==> src/rtl/clic_gateway.sv <==
// clic_gateway: per-source interrupt gateway for a CLIC.
// Each raw line is synchronized and edge-detected, then turned into a pending bit
// (level or edge mode). Edge-mode pendings are set/cleared by software and claims.
// Sticky overrun flags record lost edges. Out-of-range claims raise a registered error pulse.
module clic_gateway #(
    parameter int N_SOURCE    = 32,
    parameter int SYNC_STAGES = 2
) (
    input  logic                        clk_i,
    input  logic                        rst_i,
    input  logic [N_SOURCE-1:0]         irq_src_i,
    input  logic [N_SOURCE-1:0]         le_i,
    input  logic [N_SOURCE-1:0]         pol_i,
    input  logic [N_SOURCE-1:0]         sw_set_i,
    input  logic [N_SOURCE-1:0]         sw_clr_i,
    input  logic                        claim_valid_i,
    input  logic [$clog2(N_SOURCE)-1:0] claim_id_i,
    output logic [N_SOURCE-1:0]         ip_o,
    output logic [N_SOURCE-1:0]         overrun_o,
    output logic                        claim_err_o
);

    localparam int ID_W = $clog2(N_SOURCE);
    localparam logic [ID_W:0] N_LIMIT = (ID_W+1)'(N_SOURCE);

    logic [SYNC_STAGES-1:0][N_SOURCE-1:0] sync_q, sync_d;
    logic [N_SOURCE-1:0] prev_q, prev_d;
    logic [N_SOURCE-1:0] pend_q, pend_d;
    logic [N_SOURCE-1:0] ovr_q, ovr_d;
    logic                claim_err_q, claim_err_d;

    logic [N_SOURCE-1:0] sync;
    logic [N_SOURCE-1:0] edge_det;
    logic [N_SOURCE-1:0] claim_hit;
    logic [N_SOURCE-1:0] set_vec;
    logic [N_SOURCE-1:0] clr_vec;
    logic [N_SOURCE-1:0] pend_edge;
    logic [N_SOURCE-1:0] pend_level;
    logic                claim_in_range;

    // Synchronizer shift and raw-polarity history of the synchronized line
    always_comb begin
        sync_d    = sync_q;
        sync_d[0] = irq_src_i;
        for (int k = 1; k < SYNC_STAGES; k++) begin
            sync_d[k] = sync_q[k-1];
        end
        sync   = sync_q[SYNC_STAGES-1];
        prev_d = sync;
    end

    // Edge detection, claim decode and next pending/overrun/error state
    always_comb begin
        // prev holds raw polarity, so changing pol_i alone never looks like an edge
        edge_det       = (sync & ~prev_q & ~pol_i) | (~sync & prev_q & pol_i);
        claim_in_range = claim_valid_i && ({1'b0, claim_id_i} < N_LIMIT);
        claim_hit      = '0;
        for (int i = 0; i < N_SOURCE; i++) begin
            if (claim_in_range && (claim_id_i == ID_W'(i))) begin
                claim_hit[i] = 1'b1;
            end
        end
        set_vec    = edge_det | sw_set_i;
        clr_vec    = sw_clr_i | claim_hit;
        // set has priority so an edge coinciding with a clear is not lost
        pend_edge  = set_vec | (pend_q & ~clr_vec);
        pend_level = sync ^ pol_i;
        pend_d     = (le_i & pend_edge) | (~le_i & pend_level);
        ovr_d      = (ovr_q & ~sw_clr_i) | (le_i & edge_det & pend_q & ~clr_vec);
        claim_err_d = claim_valid_i && !claim_in_range;
    end

    // State registers, all cleared asynchronously
    always_ff @(posedge clk_i or posedge rst_i) begin
        if (rst_i) begin
            sync_q      <= '0;
            prev_q      <= '0;
            pend_q      <= '0;
            ovr_q       <= '0;
            claim_err_q <= 1'b0;
        end else begin
            sync_q      <= sync_d;
            prev_q      <= prev_d;
            pend_q      <= pend_d;
            ovr_q       <= ovr_d;
            claim_err_q <= claim_err_d;
        end
    end

    assign ip_o        = pend_q;
    assign overrun_o   = ovr_q;
    assign claim_err_o = claim_err_q;

endmodule

==> config.mk <==
export PLATFORM = sky130hd
export DESIGN_NAME = clic_gateway
export DESIGN_NICKNAME = d
export VERILOG_FILES = /design/src/rtl/clic_gateway.sv
export SDC_FILE = /design/constraint.sdc
export NUM_CORES = 1
export LEC_CHECK = 0
export ABC_CLOCK_PERIOD_IN_PS = 6250
export BUFFER_PORTS_ARGS = -buffer_cell sky130_fd_sc_hd__buf_2
export CAP_MARGIN = 20
export CORE_MARGIN = 4
export CORE_UTILIZATION = 45
export CTS_CLUSTER_DIAMETER = 30
export DETAILED_ROUTE_END_ITERATION = 8
export GPL_TIMING_DRIVEN = 0
export PLACE_DENSITY = 0.76
export SYNTH_ARGS = -nofsm -noshare
export SYNTH_HDL_FRONTEND = slang
export SYNTH_SLANG_ARGS = --single-unit
export TNS_END_PERCENT = 30
==> constraint.sdc <==
create_clock -name clk_i -period 6.25 [get_ports clk_i]
set_clock_uncertainty 0.2 [all_clocks]
set_input_delay 1.875 -clock clk_i [delete_from_list [all_inputs] [get_ports clk_i]]
set_output_delay 1.875 -clock clk_i [all_outputs]
set_load 0.05 [all_outputs]
# Word level (Yosys, flattened, before mapping)
# Index checks and enable logic that the tools add are counted.
# word_totals
register_bits	160
word_cells	125
# classes
muxes	32
bitwise_logic	24
n_reduce_logical	33
n_eq_ne	31
# ops
cell	n
32-bit bitwise AND	11
32-bit NOT	6
32-bit bitwise OR	6
5-bit equality test (second input constant)	16
5-bit by 4-bit equality test with 1-bit output (second input constant)	8
1-bit logical AND	32
1-bit two-way mux	32
32-bit bitwise XOR	1
5-bit by 3-bit equality test with 1-bit output (second input constant)	4
5-bit by 2-bit equality test with 1-bit output (second input constant)	2
5-bit by 1-bit equality test with 1-bit output (second input constant)	1
5-bit zero test	1

# Logic depth before layout (Yosys ltp)
# depth
ltp_word	9
depth_mapped	4
mapped_depth_nobuf	3

# Worst setup path before layout
# No wires, ideal clock.
# synth_path
path_type	input -> register
from	input claim_id_i[4]
to	register pend_q[0] (netlist: ip_o[0])
setup_time_ps	126
arrival_time_ps	2718
cell_stages	3
slack_ps	3206
path_buffers	0
cell_sequence	nor4b_4 > a21oi_1 > o32a_1
# synth_via
elab_chain_cells	9
# synth_rtl
element	line_no	rtl
from (decl)	17	input logic [$clog2(N_SOURCE)-1:0] claim_id_i,
5-bit zero test	59	if (claim_in_range && (claim_id_i == ID_W'(i))) begin
1-bit logical AND	59	
1-bit two-way mux	59	
32-bit bitwise OR	64	clr_vec = sw_clr_i | claim_hit;
32-bit NOT	66	pend_edge = set_vec | (pend_q & ~clr_vec);
32-bit bitwise AND	66	
32-bit bitwise OR	66	
32-bit bitwise AND	68	pend_d = (le_i & pend_edge) | (~le_i & pend_level);
32-bit bitwise OR	68	
via pend_d[0]	28	logic [N_SOURCE-1:0] pend_q, pend_d;
to (signal assigned)	84	pend_q <= pend_d;
to (decl)	28	
# The timed path passes the listed nets, and every way through them passes these cells.

# Final worst setup path
# layout_path
from	register pend_q[11] (netlist: ip_o[11])
to	output ip_o[11]
# layout_rtl
element	line_no	rtl
to (decl)	18	output logic [N_SOURCE-1:0] ip_o,
# No word-level cell between the ends.

==> impl_metrics.tcl <==
set metrics [dict create \
    fillerInstances 1171 \
    power_frac_seq_pct 45.3 \
    syn_inst 570 \
    slowest_delay_ps 380 \
    io_buffers 231 \
    num-nets-final 992 \
    die_y_um 129 \
    fin_crit_ps 3160 \
    status "finished clean" \
    reg2reg_to "ip_o[19]" \
    arrival_ps 1090 \
    via_per_inst 5.16 \
    crit_start "ip_o[11]" \
    drtIter0Drc 285 \
    pwr-share-clk_pct 39.5 \
    finalMaxSlewViolations 0 \
    p_int_mw 1.84 \
    cts-buffers-inserted 17 \
    crit_slowest_cell "dfrtp_1" \
    crit_path_end_kind "primary output" \
    post_cts_buffers 0 \
    hold_class "reg2reg" \
    crit_end "ip_o[11]" \
    startpoint_type "register" \
    chipWidth_um 129 \
    p_sw_share_pct 26.5 \
    floorplan.rows 43 \
    track_usage_pct 19.8 \
    post_cts_resized 0 \
    ctsLongestPathBuffers 2 \
    worstReg2RegStart "prev_d[19]" \
    worstSetupPathType "reg2out" \
    root_buffer "clkbuf_16" \
    grt_pass1_vias 5169 \
    area_delta_synth_final_pct 30.7 \
    r2r_cells 3 \
    cap_violations 0 \
    insertion_delay_ps 410 \
    ys_seq_area_share_pct 60.7 \
    setup_violations 0 \
    path_clk_slew_ps 60 \
    regArea_um2 4000 \
    peakVddDrop_uv 168 \
    holdWs_ps 142 \
    multi_input_comb_area_um2 2360 \
    ys_ff_latch 160 \
    path_buf_inv 1 \
    grt_max_degree 44 \
    crit_required_ps 4180 \
    drc_errors 0 \
    yosysUniqueCellTypes 26 \
    crit_path_cell_trace "buf_2" \
    gp_congestion 0.809 \
    fp.coreArea_um2 14100 \
    antenna_left 0 \
    cts_hold_buf 0 \
    critPathMaxFanout 3 \
    grt_pass1_wl_um 25800 \
    fin_util_pct 61.2 \
    hpwlAfterDp_um 12400 \
    synth.area.top_cells "dfrtp_1 61%, nand2b_1 4.7%, nor2b_1 4.7%" \
    syn-num-nets 738 \
    cts.sinks 160 \
    place_area_um2 8060 \
    wirelength_um 16200 \
    slew_headroom_pct 56.2 \
    power_frac_comb_pct 15.2 \
    synth_top_area_share_pct 60.7 \
    rsz0062_at_grt "no" \
    synth_area_um2 6600 \
    crit_family "flip-flops" \
    ys_warn_count 0 \
    syn_avg_cell_area_um2 11.6 \
    cts-htree-levels 4 \
    antenna_found_initial 0 \
    final_common_cell "buf_2" \
    overflow 0 \
    start_util_pct 46.8 \
    layout-drive-gt1-share_pct 32.5 \
    vias 5226 \
    p_per_area_nw_per_um2 291 \
    hold_viol 0 \
    wl_per_cell_um 16.0 \
    final_cell_count_no_fill 1013 \
    r2r_setup_slack_ps 4910 \
    post-place-cells 985 \
    io_pins 233 \
    p_switching_mw 0.663 \
    final_cell_mix "231 x buf_2, 160 x dfrtp_1, 50 x nand2b_1, 50 x nor2b_1, 48 x inv_1" \
    cts_tree "done" \
    cp_num_cells 1 \
    min_period_over_period_pct 50.6 \
    die_area_um2 16700 \
    diodes 0 \
    yosysTopAreaCell "dfrtp_1" \
    p_leak_nw 4.13 \
    max_freq_mhz 316 \
    setup_tns_ps 0 \
    drt-pass1-iter-count 4 \
    final_area_um2 8620 \
    worstMarginPinSlew_ps 655 \
]
## synth_stat cells
master    instances
dfrtp_1         160
nand2b_1         50
nor2b_1          50
inv_1            49
nand2_1          33
o21ai_0          32
nor2_1           17
a21oi_1          16
a32o_1           16
a41oi_1          16
and3_1           16
mux2i_1          16
nand3b_1         16
nor3_1           16
o32a_1           16
o32ai_1          16
xor2_1           16
buf_4             4
clkbuf_1          4
and4bb_2          3
nand4b_1          3
and2_1            1
conb_1            1
nand4_1           1
nor4b_4           1
or2_2             1
## worst register-to-register path, stage by stage, from the launching register on
cell	delay, ps
dfrtp_1	410
nand3b_1	120
o21ai_0	130
o32a_1	360
## power groups by stage
stage	clock network [mW]	logic [mW]	registers [mW]
after floorplan	0	0.128	1.26
after global placement	0	0.372	1.15
after detailed placement	0	0.383	1.15
after CTS	1.02	0.384	1.14
after global routing	1.06	0.415	1.14
final	0.990	0.381	1.14
## through the flow
step	total power [mW]	setup WS, ps
5_1_grt	2.62	3030
4_1_cts	2.54	3060
3_5_place_dp	1.54	2700
3_3_place_gp	1.52	1190
2_1_floorplan	1.39	2150
6_report	2.51	3090
## layout make-up
cell class / count / area share (%)
Sequential cell: 160 / 46.4
Multi-Input combinational cell: 353 / 27.4
Timing Repair Buffer: 235 / 14.3
Clock buffer: 22 / 5.50
Tap cell: 180 / 2.61
Inverter: 49 / 2.18
Clock inverter: 6 / 0.987
Buffer: 8 / 0.522
## cell families (layout without fill, tap and decap cells)
group           after synthesis  in the layout  synth area share [%]
simple gates                208            208                  18.5
flops                       160            160                  60.7
compound gates              112            112                  12.7
buf+inv                      57            320                  3.47
xor+xnor                     16             16                  2.12
mux                          16             16                  2.43
other cells                   1              1                0.0568
## metal layers
layer  up-vias  routed length (µm)  part of all wire (%)  global-route usage (%)
li1       2510                   -                     -                       -
met4         0                 154                  0.95                    6.11
met5         -                   0                     0                       0
met2       205                7770                    48                    31.7
met3        16                1390                   8.6                    6.14
met1      2495                6900                    43                    26.0
## how the worst min path moves through the flow
stage,endpoint,slack [ps],from,cells after the start
after floorplan,prev_d[0],130,sync_d[32],0
after global placement,prev_d[6],130,sync_d[38],0
after detailed placement,prev_d[0],130,sync_d[32],0
after CTS,prev_d[13],140,sync_d[45],0
after global routing,prev_d[31],150,sync_d[63],0
final,prev_d[13],140,sync_d[45],0
## sequential cells by signal, summed over array words and instances, names as in the netlist
name,count
overrun_o,32
prev_q,32
prev_d,32
ip_o,32
sync_d,32
Note: power is estimated with default switching activity, not from simulation.
